--- config.mk ---
export PLATFORM = sky130hd
export DESIGN_NAME = ifetch_ctrl_flat
export DESIGN_NICKNAME = d
export VERILOG_FILES = /design/src/rtl/minirv_pkg.sv /design/src/rtl/ifetch_ctrl_if.sv /design/src/rtl/ifetch_out_reg.sv /design/src/rtl/ifetch_ctrl.sv /design/src/flat_wrapper.sv
export SDC_FILE = /design/constraint.sdc
export NUM_CORES = 1
export LEC_CHECK = 0
export BUFFER_PORTS_ARGS = -buffer_cell sky130_fd_sc_hd__buf_4
export CAP_MARGIN = 20
export CELL_PAD_IN_SITES_DETAIL_PLACEMENT = 1
export CELL_PAD_IN_SITES_GLOBAL_PLACEMENT = 2
export CORE_ASPECT_RATIO = 2
export CORE_MARGIN = 4
export CORE_UTILIZATION = 30
export CTS_BUF_LIST = sky130_fd_sc_hd__clkbuf_8 sky130_fd_sc_hd__clkbuf_16
export CTS_CLUSTER_SIZE = 16
export DETAILED_ROUTE_END_ITERATION = 16
export HOLD_SLACK_MARGIN = 0.15
export PLACE_DENSITY = 0.89
export SKIP_CTS_REPAIR_TIMING = 1
export SLEW_MARGIN = 0
export SYNTH_ARGS = -nofsm -noshare
export SYNTH_HDL_FRONTEND = slang
export SYNTH_SLANG_ARGS = --single-unit
--- constraint.sdc ---
create_clock -name clk -period 3.6 [get_ports clk]
set_input_delay 0.36 -clock clk [delete_from_list [all_inputs] [get_ports clk]]
set_output_delay 0.36 -clock clk [all_outputs]
set_load 0.03 [all_outputs]
--- src/rtl/minirv_pkg.sv ---
// Shared types and constants for the miniRV fetch front end.
package minirv_pkg;

   typedef enum logic [1:0] {BOOT, RUN, HALT, FAULT} fetch_state_t;

   localparam logic [31:0] INST_EBREAK = 32'h0010_0073;
   localparam logic [31:0] INST_NOP    = 32'h0000_0013;

endpackage

--- src/rtl/ifetch_ctrl_if.sv ---
// Fetch-side bus: instruction memory port, IF/ID handshake, redirect and status.
interface ifetch_ctrl_if;

   logic [31:0] imem_addr;
   logic [31:0] imem_rdata;
   logic        out_valid;
   logic        out_ready;
   logic [31:0] out_inst;
   logic [31:0] out_pc;
   logic        redirect_valid;
   logic [31:0] redirect_pc;
   logic        resume;
   logic        halted;
   logic        fault;
   logic [31:0] fetch_count;

   modport master (
      output imem_addr,
      input  imem_rdata,
      output out_valid,
      input  out_ready,
      output out_inst,
      output out_pc,
      input  redirect_valid,
      input  redirect_pc,
      input  resume,
      output halted,
      output fault,
      output fetch_count
   );

   modport slave (
      input  imem_addr,
      output imem_rdata,
      input  out_valid,
      output out_ready,
      input  out_inst,
      input  out_pc,
      output redirect_valid,
      output redirect_pc,
      output resume,
      input  halted,
      input  fault,
      input  fetch_count
   );

endinterface

--- src/rtl/ifetch_out_reg.sv ---
// IF/ID output register with valid/ready handshake; flush drops the held entry.
module ifetch_out_reg (
   input  logic        clk,
   input  logic        rst_n,
   input  logic        load,
   input  logic        flush,
   input  logic [31:0] load_inst,
   input  logic [31:0] load_pc,
   input  logic        ready,
   output logic        valid,
   output logic [31:0] inst,
   output logic [31:0] pc
);

   // Flush wins over load; an accepted entry with nothing behind it empties the stage.
   always_ff @(posedge clk) begin
      if (!rst_n) begin
         valid <= 1'b0;
         inst  <= '0;
         pc    <= '0;
      end else if (flush) begin
         valid <= 1'b0;
      end else if (load) begin
         valid <= 1'b1;
         inst  <= load_inst;
         pc    <= load_pc;
      end else if (valid && ready) begin
         valid <= 1'b0;
      end
   end

endmodule

--- src/rtl/ifetch_ctrl.sv ---
// miniRV instruction fetch: owns the PC, sequences imem, handles redirect/EBREAK/fault.
module ifetch_ctrl
   import minirv_pkg::*;
#(
   parameter logic [31:0] RESET_PC   = 32'h0000_0000,
   parameter int          IMEM_WORDS = 32
) (
   input  logic                clk,
   input  logic                rst_n,
   ifetch_ctrl_if.master       bus
);

   localparam logic [31:0] PC_LIMIT = 32'(IMEM_WORDS * 4);

   fetch_state_t state;
   fetch_state_t state_next;
   logic [31:0]  pc;
   logic [31:0]  fetch_count;
   logic         pc_legal;
   logic         redirect_ok;
   logic         load;
   logic         flush;
   logic         halted;
   logic         fault;
   logic         out_valid;
   logic [31:0]  out_inst;
   logic [31:0]  out_pc;

   assign pc_legal    = pc < PC_LIMIT;
   assign redirect_ok = bus.redirect_pc[1:0] == 2'b00;

   always_ff @(posedge clk) begin
      if (!rst_n) state <= BOOT;
      else        state <= state_next;
   end

   // Redirect outranks address checking, which outranks the EBREAK check on the loaded word.
   always_comb begin
      state_next = state;
      case (state)
         BOOT: state_next = RUN;
         RUN: begin
            if (bus.redirect_valid) begin
               if (!redirect_ok) state_next = FAULT;
            end else if (!pc_legal) begin
               state_next = FAULT;
            end else if (load && bus.imem_rdata == INST_EBREAK) begin
               state_next = HALT;
            end
         end
         HALT: begin
            if (bus.resume && !bus.redirect_valid) state_next = RUN;
         end
         FAULT:   state_next = FAULT;
         default: state_next = state;
      endcase
   end

   always_comb begin
      load   = 1'b0;
      flush  = 1'b0;
      halted = 1'b0;
      fault  = 1'b0;
      case (state)
         RUN: begin
            flush = bus.redirect_valid;
            load  = !bus.redirect_valid && pc_legal && (!out_valid || bus.out_ready);
         end
         HALT:    halted = 1'b1;
         FAULT:   fault  = 1'b1;
         default: ;
      endcase
   end

   // A misaligned redirect still flushes but leaves the PC where it was.
   always_ff @(posedge clk) begin
      if (!rst_n) begin
         pc          <= RESET_PC;
         fetch_count <= '0;
      end else if (flush) begin
         if (redirect_ok) pc <= bus.redirect_pc;
      end else if (load) begin
         pc          <= pc + 32'd4;
         fetch_count <= fetch_count + 32'd1;
      end
   end

   ifetch_out_reg u_out_reg (
      .clk       (clk),
      .rst_n     (rst_n),
      .load      (load),
      .flush     (flush),
      .load_inst (bus.imem_rdata),
      .load_pc   (pc),
      .ready     (bus.out_ready),
      .valid     (out_valid),
      .inst      (out_inst),
      .pc        (out_pc)
   );

   assign bus.imem_addr   = pc;
   assign bus.out_valid   = out_valid;
   assign bus.out_inst    = out_inst;
   assign bus.out_pc      = out_pc;
   assign bus.halted      = halted;
   assign bus.fault       = fault;
   assign bus.fetch_count = fetch_count;

endmodule
--- src/flat_wrapper.sv ---
// flat-port wrapper written by rule: the top's interface ports become plain ports
module ifetch_ctrl_flat import minirv_pkg::*;
#(
   parameter logic [31:0] RESET_PC   = 32'h0000_0000,
   parameter int          IMEM_WORDS = 32
)
  (clk, rst_n, bus_imem_addr, bus_imem_rdata, bus_out_valid, bus_out_ready, bus_out_inst, bus_out_pc, bus_redirect_valid, bus_redirect_pc, bus_resume, bus_halted, bus_fault, bus_fetch_count);
  ifetch_ctrl_if bus_i ();
  input  logic clk;
  input  logic rst_n;
  output wire logic [$bits(bus_i.imem_addr)-1:0] bus_imem_addr;
  input wire logic [$bits(bus_i.imem_rdata)-1:0] bus_imem_rdata;
  output wire logic [$bits(bus_i.out_valid)-1:0] bus_out_valid;
  input wire logic [$bits(bus_i.out_ready)-1:0] bus_out_ready;
  output wire logic [$bits(bus_i.out_inst)-1:0] bus_out_inst;
  output wire logic [$bits(bus_i.out_pc)-1:0] bus_out_pc;
  input wire logic [$bits(bus_i.redirect_valid)-1:0] bus_redirect_valid;
  input wire logic [$bits(bus_i.redirect_pc)-1:0] bus_redirect_pc;
  input wire logic [$bits(bus_i.resume)-1:0] bus_resume;
  output wire logic [$bits(bus_i.halted)-1:0] bus_halted;
  output wire logic [$bits(bus_i.fault)-1:0] bus_fault;
  output wire logic [$bits(bus_i.fetch_count)-1:0] bus_fetch_count;
  assign bus_imem_addr = bus_i.imem_addr;
  assign bus_i.imem_rdata = bus_imem_rdata;
  assign bus_out_valid = bus_i.out_valid;
  assign bus_i.out_ready = bus_out_ready;
  assign bus_out_inst = bus_i.out_inst;
  assign bus_out_pc = bus_i.out_pc;
  assign bus_i.redirect_valid = bus_redirect_valid;
  assign bus_i.redirect_pc = bus_redirect_pc;
  assign bus_i.resume = bus_resume;
  assign bus_halted = bus_i.halted;
  assign bus_fault = bus_i.fault;
  assign bus_fetch_count = bus_i.fetch_count;
  ifetch_ctrl #(.RESET_PC(RESET_PC), .IMEM_WORDS(IMEM_WORDS)) u_core (.clk(clk), .rst_n(rst_n), .bus(bus_i));
endmodule
Yosys cells after proc, flatten, opt, wreduce, memory -nomap -nowiden
Index checks and enable logic that the tools add are counted.
{"block": "totals", "register_bits": 131, "inputBits": 69, "output_inout_bits": 131, "wordCells": 50}
{"block": "op_classes", "n_addsub": 2, "magnitude_cmp": 1, "eq_ne": 8, "muxes": 15, "bitwise": 2, "reduce_logical": 16}
{"op": "2-to-1 mux 32 bit", "count": 3}
{"op": "adder 32 x 1 -> 32 bit, second input constant", "count": 1}
{"op": "adder 32 x 3 -> 32 bit, second input constant", "count": 1}
{"op": "equality test 32 x 21 -> 1 bit, second input constant", "count": 1}
{"op": "< comparator 32 x 8 -> 1 bit, second input constant", "count": 1}
{"op": "2-to-1 mux 2 bit", "count": 5}
{"op": "case mux 2 bit (4 select lines)", "count": 1}
{"op": "2-to-1 mux 1 bit", "count": 6}
{"op": "logical AND 1 bit", "count": 5}
{"op": "equality test 2 bit, second input constant", "count": 2}
{"op": "zero test 2 bit", "count": 2}
{"op": "!= test 2 x 1 -> 1 bit, second input constant", "count": 2}
{"op": "!= test 4 bit, second input constant", "count": 1}
{"op": "AND reduction 2 bit", "count": 2}
{"op": "nonzero test 2 bit", "count": 2}
{"op": "!= test 3 bit, second input constant", "count": 1}
{"op": "AND reduction 3 bit", "count": 1}
{"op": "equality test 2 x 1 -> 1 bit, second input constant", "count": 1}
{"op": "zero test 1 bit", "count": 2}
{"op": "NOT 1 bit", "count": 2}
{"op": "OR reduction 2 bit", "count": 1}
{"op": "logical OR 1 bit", "count": 1}

Longest topological paths before layout
Gate-level depths: netlist of run 1.
{"block": "logic_depth", "depth_word": 9, "ltp_mapped": 8, "depth_no_buf": 7}

Cells and area by module
A second synthesis of run 1 with hierarchy kept.
{"block": "hier_totals", "cells_unflattened": 697, "area_unflattened_um2": 6099.6}
{"module": "ifetch_ctrl", "instances": 1, "cells_each": 415, "area_per_inst_um2": 3429.5, "seq_area_each_um2": 1321.3}
{"module": "ifetch_out_reg", "instances": 1, "cells_each": 282, "area_per_inst_um2": 2670.1, "seq_area_each_um2": 1301.2}

Least setup slack after synthesis of run 1
OpenSTA, ideal clock, no wires.
{"block": "synth_timing", "path_type": "flip-flop to flip-flop", "from": "reg u_core.pc[5] (netlist: u_core.bus.imem_addr[5])", "to": "reg u_core.pc[24] (netlist: u_core.bus.imem_addr[24])", "setup_time_ns": 0.061, "t_arrival_ns": 2.172, "required_ns": 3.539, "slack_ns": 1.368, "path_stages_with_launch": 7, "path_buffers": 0, "period_less_slack_ns": 2.232, "cell_sequence": "dfxtp_1 > nand3_1 > or2_1 > or4_4 > or2_1 > nor3b_2 > o221a_1"}
{"block": "synth_between", "elab_chain_cells": 6, "word_cells_on_any_way": 9, "classes_between": "1 x add/sub; 1 x order compare; 3 x mux; 4 x reduce/logical"}
{"element": "start, declared", "line": "ifetch_ctrl.sv:17", "rtl": "logic [31:0] pc;"}
{"element": "start signal, assigned", "line": "ifetch_ctrl.sv:81", "rtl": "if (redirect_ok) pc <= bus.redirect_pc;"}
{"element": "start signal, assigned", "line": "ifetch_ctrl.sv:83", "rtl": "pc <= pc + 32'd4;"}
{"element": "< comparator 32 x 8 -> 1 bit", "line": "ifetch_ctrl.sv:29", "rtl": "assign pc_legal = pc < PC_LIMIT;"}
{"element": "logical AND 1 bit (2 in a row)", "line": "ifetch_ctrl.sv:67", "rtl": "load = !bus.redirect_valid && pc_legal && (!out_valid || bus.out_ready);"}
{"element": "2-to-1 mux 1 bit", "line": "ifetch_ctrl.sv:64", "rtl": "case (state)"}
{"element": "nonzero test 2 bit (no source line)"}
{"element": "AND reduction 2 bit (no source line)"}
Several ways; a longest one is shown, not always the timed one. The select of a mux whose other input is x is not followed.
A chain may end at the register's enable or synchronous reset.

Worst setup path after layout of run 1
{"block": "layout_timing", "from": "reg u_core.pc[28] (netlist: u_core.bus.imem_addr[28])", "to": "reg u_core.pc[29] (netlist: u_core.bus.imem_addr[29])"}
The elaborated chain is that of the path after synthesis.

==> results of run 1 <==
-- tightest hold or removal path, delay by kind of cell --
family | cells | cell delay, ns
simple gates | 1 | 0.05
compound gates | 1 | 0.06
buf+inv | 1 | 0.11
-- layout make-up --
cell class	count	area (um^2)	area share
flip-flops and latches	131	2620	0.335
clock inverters	10	155	0.0198
repair buffers	209	1570	0.200
clock buffers	21	480	0.0614
inverters	6	22.5	0.00288
well taps	213	267	0.0340
multi-input cells	461	2710	0.346
-- through the flow --
| step | cells | hold WS (ns) |
|---|---|---|
| CTS | 1051 | 0.199 |
| global route | 1051 | 0.211 |
| floorplan | 637 | 0.505 |
| detailed placement | 1020 | 0.457 |
| finish | 1051 | 0.217 |
| global placement | 1020 | 0.447 |
-- logic make-up (layout without fill, tap and decap cells) --
group | after synthesis | count (layout) | synth area share
AO/OA/AOI/OAI | 126 | 126 | 0.150
XOR/XNOR | 28 | 28 | 0.0445
adder cells (fa/ha/maj) | 2 | 2 | 0.00454
buffers and inverters | 45 | 246 | 0.0327
flip-flops | 131 | 131 | 0.476
AND/OR/NAND/NOR | 305 | 305 | 0.292
-- layout by cell type, fill, tap and decap left out, types with 6 or more instances in the layout --
cell type and count:
a21oi_1 26, buf_4 209, or3_1 8, clkbuf_16 17, and3_1 33, nand4_1 11
xor2_1 15, nand3_1 34, a21boi_1 7, nor3_1 19, xnor2_1 13, nand2_1 117
o21ai_0 31, a21boi_0 43, nor2b_1 6, inv_1 7, dfxtp_1 131, nor2_1 9
nor4_1 12, and2_1 29
-- metal layers --
layer / part of all wire / up-vias / global-route usage
met4: 0.026 / 0 / 0.0750
met5: 0 / - / 0
met2: 0.55 / 149 / 0.354
li1: - / 2597 / -
met1: 0.37 / 2578 / 0.189
met3: 0.056 / 27 / 0.0534
-- power breakdown --
| part | internal, mW | leakage (nW) | switching [mW] |
|---|---|---|---|
| Combinational | 0.124 | 2.02 | 0.178 |
| Sequential | 1.47 | 1.06 | 0.0248 |
| Clock | 1.22 | 0.316 | 0.639 |
| Total | 2.82 | 3.39 | 0.842 |
-- state kept, by name, summed over array words and instances (netlist names) --
signal	flops
u_core.bus.fetch_count	32
u_core.bus.imem_addr	32
u_core.state	2
u_core.u_out_reg.inst	32
u_core.u_out_reg.pc	32
u_core.u_out_reg.valid	1
-- how the worst min path moves through the flow --
stage,to,slack (ns),cells after the start
after floorplan,u_core.bus.imem_addr[13],0.50,2
after global placement,u_core.u_out_reg.inst[29],0.45,2
after CTS,u_core.u_out_reg.inst[28],0.20,3
final,u_core.bus.imem_addr[19],0.22,3
after global routing,u_core.u_out_reg.inst[21],0.21,3
after detailed placement,u_core.u_out_reg.inst[25],0.46,2
==> run_results.csv, run 1 <==
group,metric,value,unit
critical_path,critPathTopFamily,"simple AND/OR/NAND/NOR gates",
route,drtIter0Drc,128,
pwr,finalPower,3.67,mW
place,gp_congestion,0.813,
critical_path,r2r_cells,7,
final_layout,fin_util,0.436,
critical_path,cp_data_arrival_time,3.18,ns
timing,slew_viol_final,0,
critical_path,crit_start,"u_core.bus.imem_addr[28]",
final_layout,fin_area,0.00783,mm^2
synth,yosysMostFrequentCell,"dfxtp_1",
critical_path,cp-end-kind,"register",
floorplan,die_width,104,um
route,vias,5351,
route,ant_nets,0,
final_layout,fill_cells,2121,
floorplan,coreArea,0.0180,mm^2
global_route,grt_pass1_wl,30700,um
floorplan,rows,69,
timing,period_share,0.785,
floorplan,die_h,200,um
route,drt_wl_total,19300,um
route,drc,0,
floorplan,ioPinCount,200,
route,dr.pass1.iters,5,
pwr,p_per_area,468,mW/mm^2
global_route,grt_max_degree,66,
pwr,ir_drop,0.000270,V
floorplan,dieArea,0.0207,mm^2
final_layout,n_antenna_cell,0,
final_layout,drive_gt1_frac,0.302,
synth,yosysUniqueCellTypes,54,
run,maxCapViolCount,0,
timing,setup_ws,0.774,ns
timing,fin_skew,0.00752,ns
clocking,clock_latency,0.41,ns
synth,synthesis.nets,708,
min_path,min_from,"bus_redirect_pc[19]",
place,dp_slack,0.737,ns
floorplan,start_util,0.307,
timing,final_hold_viol_count,0,
timing,max-slew-margin-rel,0.470,
global_route,grt_overflow,0,
clocking,cts_sinks,131,
clocking,clk_path_buf_depth,2,
synth,yosysWarnings,0,
timing,tightest_slew,0.790,ns
timing,grt_setup_unrepaired,"false",
critical_path,start_kind,"register",
synth,yosys.area.top_type,"dfxtp_1",
min_path,worst_hold_path_type,"in2reg",
critical_path,crit_end,"u_core.bus.imem_addr[29]",
synth,synth_seq_cells,131,
synth,synthCells,637,
synth,netlist.area_leader.share,0.476,
final_layout,syn_to_final_growth,42.0,%
timing,fmax,0.354,GHz
place,dp.final_hpwl,14100,um
critical_path,critPathMaxFanout,32,
timing,period_needed,2.83,ns
clocking,cts_root_buf,"clkbuf_16",
timing,setup_tns,0,ns
clocking,htreeDepth,4,
global_route,antenna_found_initial,0,
critical_path,rrSetupSlack,0.77,ns
synth,synth_area,0.00551,mm^2
global_route,first_global_vias,5635,
synth,ys_top_cells_by_count,"dfxtp_1, nand2_1, a21boi_0",
synth,synthArstFlopShare,0,
route,drt-wirelength-per-cell,18.3,um
synth,ys_seq_area_frac,0.476,
final_layout,nets,897,
place,numPortBuffers,199,
synth,synth.avg_cell_area,8.66,um^2
critical_path,critPathBufInv,1,
pwr,p_leak,3.39,nW
critical_path,regToRegEndpoint,"u_core.bus.imem_addr[29]",
place,placed_area,0.00719,mm^2
synth,synth_flop_cell,"dfxtp_1",
global_route,grt_use_total,0.185,
timing,setup_violations,0,
synth,synth.top_cells.by_area,"dfxtp_1, nand2_1, a21boi_0",
outcome,status,"finished clean",
critical_path,r2r-start,"u_core.bus.imem_addr[28]",
critical_path,cp.required,3.95,ns
critical_path,cp_cell_sequence,"nor4_1 -> nand3_1 -> or4b_2 -> buf_4 -> nand2_2 -> a21oi_1 -> and3b_1",
critical_path,critical_path_class,"reg2reg",
clocking,path_clk_slew,0.06,ns
synth,synth_edf_count,0,
critical_path,crit_cells,7,
critical_path,crit_slowest_cell,"or4b_2",
clocking,cts_inserted_buffers,17,
route,viasPerCell,5.09,
critical_path,critPathMaxStageDelay,0.70,ns
clocking,cts_tree,"built",
Note: power is estimated with default switching activity, not from simulation.
==> run 2: changes to the inputs <==
- ABC_AREA: default -> 1
- CORE_UTILIZATION: 30 -> 27
- PLACE_DENSITY: 0.89 -> 0.86
- clock period: 3.6 -> 2.6 ns (I/O delays scaled with it)
==> run_results.csv, run 2 <==
group,metric,value,unit
synth,synth_edf_count,0,
synth,synth-xor-area-share,0.00918,
critical_path,cp_data_arrival_time,2.32,ns
clocking,cts_inserted_buffers,17,
synth,synth-compound-area-share,0.0937,
global_route,antenna_found_initial,0,
synth,synth_seq_cells,131,
min_path,worst_hold_path_type,"in2reg",
final_layout,n_antenna_cell,0,
route,dr.pass1.iters,4,
synth,netlist.area_leader.share,0.393,
synth,ys_seq_area_frac,0.393,
synth,synth_adder_area_share,0.00375,
critical_path,critPathTopFamily,"simple AND/OR/NAND/NOR gates",
synth,yosysUniqueCellTypes,35,
critical_path,cp.required,2.98,ns
pwr,ir_drop,0.000483,V
critical_path,r2r-start,"u_core.bus.imem_addr[29]",
timing,max-slew-margin-rel,0.656,
timing,setup_violations,0,
place,numPortBuffers,199,
clocking,cts_tree,"built",
synth,synth.avg_cell_area,6.38,um^2
clocking,cts_root_buf,"clkbuf_16",
global_route,grt_use_total,0.203,
synth,yosysWarnings,0,
floorplan,die_width,119,um
critical_path,critPathMaxFanout,45,
place,dp_cells,1556,
place,dp.final_hpwl,21200,um
route,drt-wirelength-per-cell,17.5,um
timing,setup_ws,0.660,ns
final_layout,stdcell_count,1629,
pwr,p_leak,4.12,nW
clocking,cts_sinks,131,
timing,period_needed,1.94,ns
global_route,grt_overflow,0,
clocking,htreeDepth,4,
route,viasPerCell,4.73,
critical_path,critPathBufInv,2,
outcome,status,"finished clean",
critical_path,critical_path_class,"reg2reg",
timing,slew_viol_final,0,
clocking,path_clk_slew,0.06,ns
clocking,clk_path_buf_depth,2,
synth,synthSimpleGateAreaFrac,0.422,
synth,yosysMostFrequentCell,"nor2_1",
timing,period_share,0.746,
synth,yosys.area.top_type,"dfxtp_1",
synth,synth_flop_cell,"dfxtp_1",
critical_path,cp-end-kind,"register",
final_layout,drive_gt1_frac,0.220,
place,gp_congestion,0.880,
timing,setup_tns,0,ns
route,drt_wl_total,28500,um
critical_path,critPathMaxStageDelay,0.38,ns
route,ant_nets,0,
floorplan,rows,81,
timing,tightest_slew,0.516,ns
final_layout,nets,1355,
floorplan,start_util,0.273,
floorplan,ioPinCount,200,
run,maxCapViolCount,0,
critical_path,r2r_cells,10,
route,vias,7709,
synth,synth_mux_area_frac,0,
synth,ys_top_cells_by_count,"nor2_1, nand2_1, dfxtp_1",
floorplan,coreArea,0.0244,mm^2
critical_path,regToRegEndpoint,"u_core.bus.fetch_count[4]",
synth,synth_top_family_by_area,"simple AND/OR/NAND/NOR gates",
synth,synth_area,0.00668,mm^2
critical_path,start_kind,"register",
final_layout,syn_to_final_growth,42.4,%
min_path,min_to,"u_core.bus.imem_addr[16]",
synth,synthesis.nets,1118,
final_layout,final_cell_mix,"nor2_1, nand2_1, buf_4, dfxtp_1, nand3_1",
synth,synthArstFlopShare,0,
route,drc,0,
global_route,grt_pass1_wl,42600,um
pwr,p_per_area,629,mW/mm^2
timing,fmax,0.515,GHz
synth,synth.top_cells.by_area,"dfxtp_1, nor2_1, nand2_1",
min_path,min_from,"bus_redirect_pc[16]",
clocking,clock_latency,0.45,ns
critical_path,crit_slowest_cell,"dfxtp_1",
critical_path,cp_cell_sequence,"nor2_2 -> nand3_2 -> nor2_2 -> nand2_2 -> nor2_1 -> nand2_2 -> buf_4 -> o21bai_1 -> inv_1 -> nor2_1",
min_path,min_path_cells,3,
timing,grt_setup_unrepaired,"false",
global_route,grt_max_degree,46,
synth,synthCells,1047,
timing,final_hold_viol_count,0,
critical_path,rrSetupSlack,0.66,ns
floorplan,dieArea,0.0275,mm^2
floorplan,die_h,230,um
global_route,first_global_vias,7901,
place,dp_slack,0.661,ns
timing,fin_skew,0.00877,ns
final_layout,fin_util,0.389,
route,drtIter0Drc,282,
final_layout,final_common_cell,"nor2_1",
run 2: layout make-up:
cell class	instances	area [um^2]
Fill cell	3138	14900
Multi-Input combinational cell	795	3530
Sequential cell	131	2620
Timing Repair Buffer	260	2080
Clock buffer	17	425
Tap cell	332	415
Inverter	79	297
Clock inverter	15	135
run 2: power by group:
| group | total (mW) | internal (mW) | switching, mW |
|---|---|---|---|
| Clock | 2.33 | 1.32 | 1.01 |
| Combinational | 1.40 | 0.505 | 0.895 |
| Sequential | 2.25 | 2.14 | 0.115 |
| Total | 5.98 | 3.96 | 2.02 |
run 2: tightest hold or removal path, delay by kind of cell:
kind / cells / cell delay [ns]
AOI/OAI and AO/OA: 2 / 0.18
buffers and inverters: 1 / 0.08
run 2: cells by family after synthesis:
logic type | count (synthesis)
compound gates | 118
xor+xnor | 7
simple gates | 668
flops | 131
fa+ha+maj | 2
buf+inv | 121
run 2: stage by stage:
| step | hold slack, ns | total power [mW] | cell area (um^2) |
|---|---|---|---|
| floorplan | 0.408 | 3.12 | 6680 |
| global placement | 0.443 | 3.63 | 8540 |
| detailed placement | 0.451 | 3.65 | 8540 |
| CTS | 0.0373 | 6.02 | 9100 |
| global route | 0.164 | 6.28 | 9510 |
| finish | 0.121 | 5.98 | 9510 |
run 2: how the worst max path moves through the flow:
stage | from | to | slack (ns) | cells after the start
after detailed placement | bus_redirect_valid | u_core.state[0] | 0.66 | 11
after floorplan | u_core.bus.fetch_count[1] | u_core.bus.fetch_count[28] | 0.80 | 10
after global routing | u_core.bus.imem_addr[7] | u_core.bus.fetch_count[3] | 0.45 | 10
after CTS | u_core.bus.imem_addr[24] | u_core.bus.fetch_count[4] | 0.66 | 10
final | u_core.bus.imem_addr[29] | u_core.bus.fetch_count[4] | 0.66 | 10
after global placement | u_core.bus.imem_addr[24] | u_core.bus.fetch_count[4] | 0.65 | 10
run 2: layer usage:
layer  vias to the layer above  wire (um)  global-route usage  share of wire
met5                         -          0                   0              0
met4                         0       1560               0.124          0.055
met3                        69       1150              0.0468          0.040
met2                       191      16100               0.395           0.56
met1                      3652       9710               0.185           0.34
li1                       3797          -                   -              -
==> run 3: changes to the inputs <==
- ABC_AREA: 1 -> 0
- CORE_UTILIZATION: 27 -> 28
- PLACE_DENSITY: 0.86 -> 0.84
- clock period: 2.6 -> 2 ns (I/O delays scaled with it)
==> run_results.csv, run 3 (same netlist as run 1, synthesis figures left out) <==
group,metric,value,unit
outcome,status,"finished, violations left",
outcome,violations,"negative setup slack",
final_layout,fin_util,0.520,
global_route,antenna_found_initial,0,
route,dr.pass1.iters,5,
final_layout,final_cell_mix,"buf_4, dfxtp_1, nand2_1, dlygate4sd3_1, nand3_1",
final_layout,final_common_cell,"buf_4",
place,dp.final_hpwl,15500,um
pwr,p_leak,4.30,nW
pwr,swShare,0.258,
floorplan,die_h,206,um
global_route,grt_max_degree,59,
timing,setup_tns,-8.40,ns
place,gp_congestion,0.801,
final_layout,syn_to_final_growth,82.5,%
clocking,cts_root_buf,"clkbuf_16",
floorplan,start_util,0.285,
floorplan,die_width,107,um
timing,final_hold_viol_count,0,
pwr,finalPower,6.62,mW
critical_path,start_kind,"register",
route,drc,0,
global_route,first_global_vias,5945,
pwr,p_seq_frac,0.406,
clocking,clock_latency,0.42,ns
timing,period_needed,2.15,ns
clocking,htreeDepth,4,
run,maxCapViolCount,0,
timing,period_share,1.08,
timing,slew_viol_final,0,
timing,setup_ws,-0.151,ns
global_route,grt_overflow,0,
final_layout,drive_gt1_frac,0.515,
clocking,path_clk_slew,0.06,ns
clocking,cts_tree,"built",
route,viasPerCell,4.94,
final_layout,nets,1039,
route,drtIter0Drc,137,
pwr,p_clk_frac,0.457,
route,drt-wirelength-per-cell,19.3,um
critical_path,critical_path_class,"reg2reg",
critical_path,cp_data_arrival_time,2.49,ns
final_layout,n_antenna_cell,0,
pwr,ir_drop,0.000474,V
min_path,worst_hold_path_type,"in2reg",
global_route,grt_use_total,0.187,
critical_path,cp-end-kind,"register",
critical_path,cp.required,2.34,ns
timing,grt_setup_unrepaired,"true",
global_route,grt_pass1_wl,32000,um
pwr,internal-power,4.91,mW
clocking,clk_path_buf_depth,2,
floorplan,coreArea,0.0194,mm^2
floorplan,rows,72,
pwr,power_frac_comb,0.137,
route,vias,6117,
critical_path,critPathMaxFanout,10,
route,ant_nets,0,
timing,fmax,0.465,GHz
clocking,cts_sinks,131,
timing,max-slew-margin-rel,0.596,
pwr,p_per_area,658,mW/mm^2
floorplan,dieArea,0.0221,mm^2
pwr,power_switching,1.71,mW
route,drt_wl_total,23900,um
floorplan,ioPinCount,200,
timing,tightest_slew,0.606,ns
place,numPortBuffers,199,
clocking,cts_inserted_buffers,17,
timing,fin_skew,0.0113,ns
timing,setup_violations,103,
-- run 3: changes by cell type in the layout (fill, tap and decap cells not counted), moves of 31 or more --
cell,delta
o21ai_0,-31
inv_1,-70
nand2_1,-170
nand3_1,-66
buf_4,+51
nor2_1,-254
-- run 3: layout make-up --
| cell class | instances | area [um^2] |
|---|---|---|
| clock buffer | 20 | 467 |
| sequential | 131 | 2670 |
| fill | 2215 | 9310 |
| tap | 259 | 324 |
| timing repair buffer | 351 | 3060 |
| clock inverter | 11 | 104 |
| multi-input combinational | 461 | 3420 |
| inverter | 6 | 22.5 |
-- run 3: path summary, 6_finish.rpt --
kind                                endpoint                     start  depth (start not counted)  slack (ns)
setup / recovery  u_core.bus.fetch_count[14]  u_core.bus.imem_addr[24]                          7       -0.15
hold / removal      u_core.bus.imem_addr[21]       bus_redirect_pc[21]                          3        0.10
setup reg to reg  u_core.bus.fetch_count[14]  u_core.bus.imem_addr[24]                          7       -0.15
hold reg to reg       u_core.u_out_reg.pc[2]    u_core.u_out_reg.pc[2]                          2        0.46
-- run 3: worst max-delay path, stage by stage, from the launching register on --
cell and delay (ns):
dfxtp_2 0.33, nor4_2 0.28, buf_4 0.17, nand3_4 0.07
buf_6 0.16, or3_4 0.48, or3_1 0.39, a21boi_1 0.18
-- run 3: power by group through the flow --
stage	clock network [mW]	logic (mW)	registers, mW
3_3_place_gp	0	0.644	2.74
5_1_grt	3.20	0.967	2.70
6_report	3.02	0.906	2.69
2_1_floorplan	0	0.217	2.82
4_1_cts	3.09	0.653	2.68
3_5_place_dp	0	0.650	2.74
-- run 3: per-stage QoR --
step	hold slack (ns)	instances	instance area, um^2	setup slack [ns]
after global placement	0.448	1134	7870	-0.275
after detailed placement	0.462	1134	7870	-0.263
after CTS	0.0316	1165	8440	-0.287
after global routing	0.147	1239	10100	-0.235
after floorplan	0.334	637	5600	-0.0460
final	0.101	1239	10100	-0.151
-- run 3: layer usage --
metal | GRT usage | vias up | wire length (um) | share of wire
li1 | - | 2892 | - | -
met1 | 0.185 | 3004 | 8340 | 0.35
met2 | 0.359 | 180 | 13700 | 0.57
met3 | 0.0416 | 41 | 1110 | 0.047
met4 | 0.0860 | 0 | 755 | 0.032
met5 | 0 | - | 0 | 0
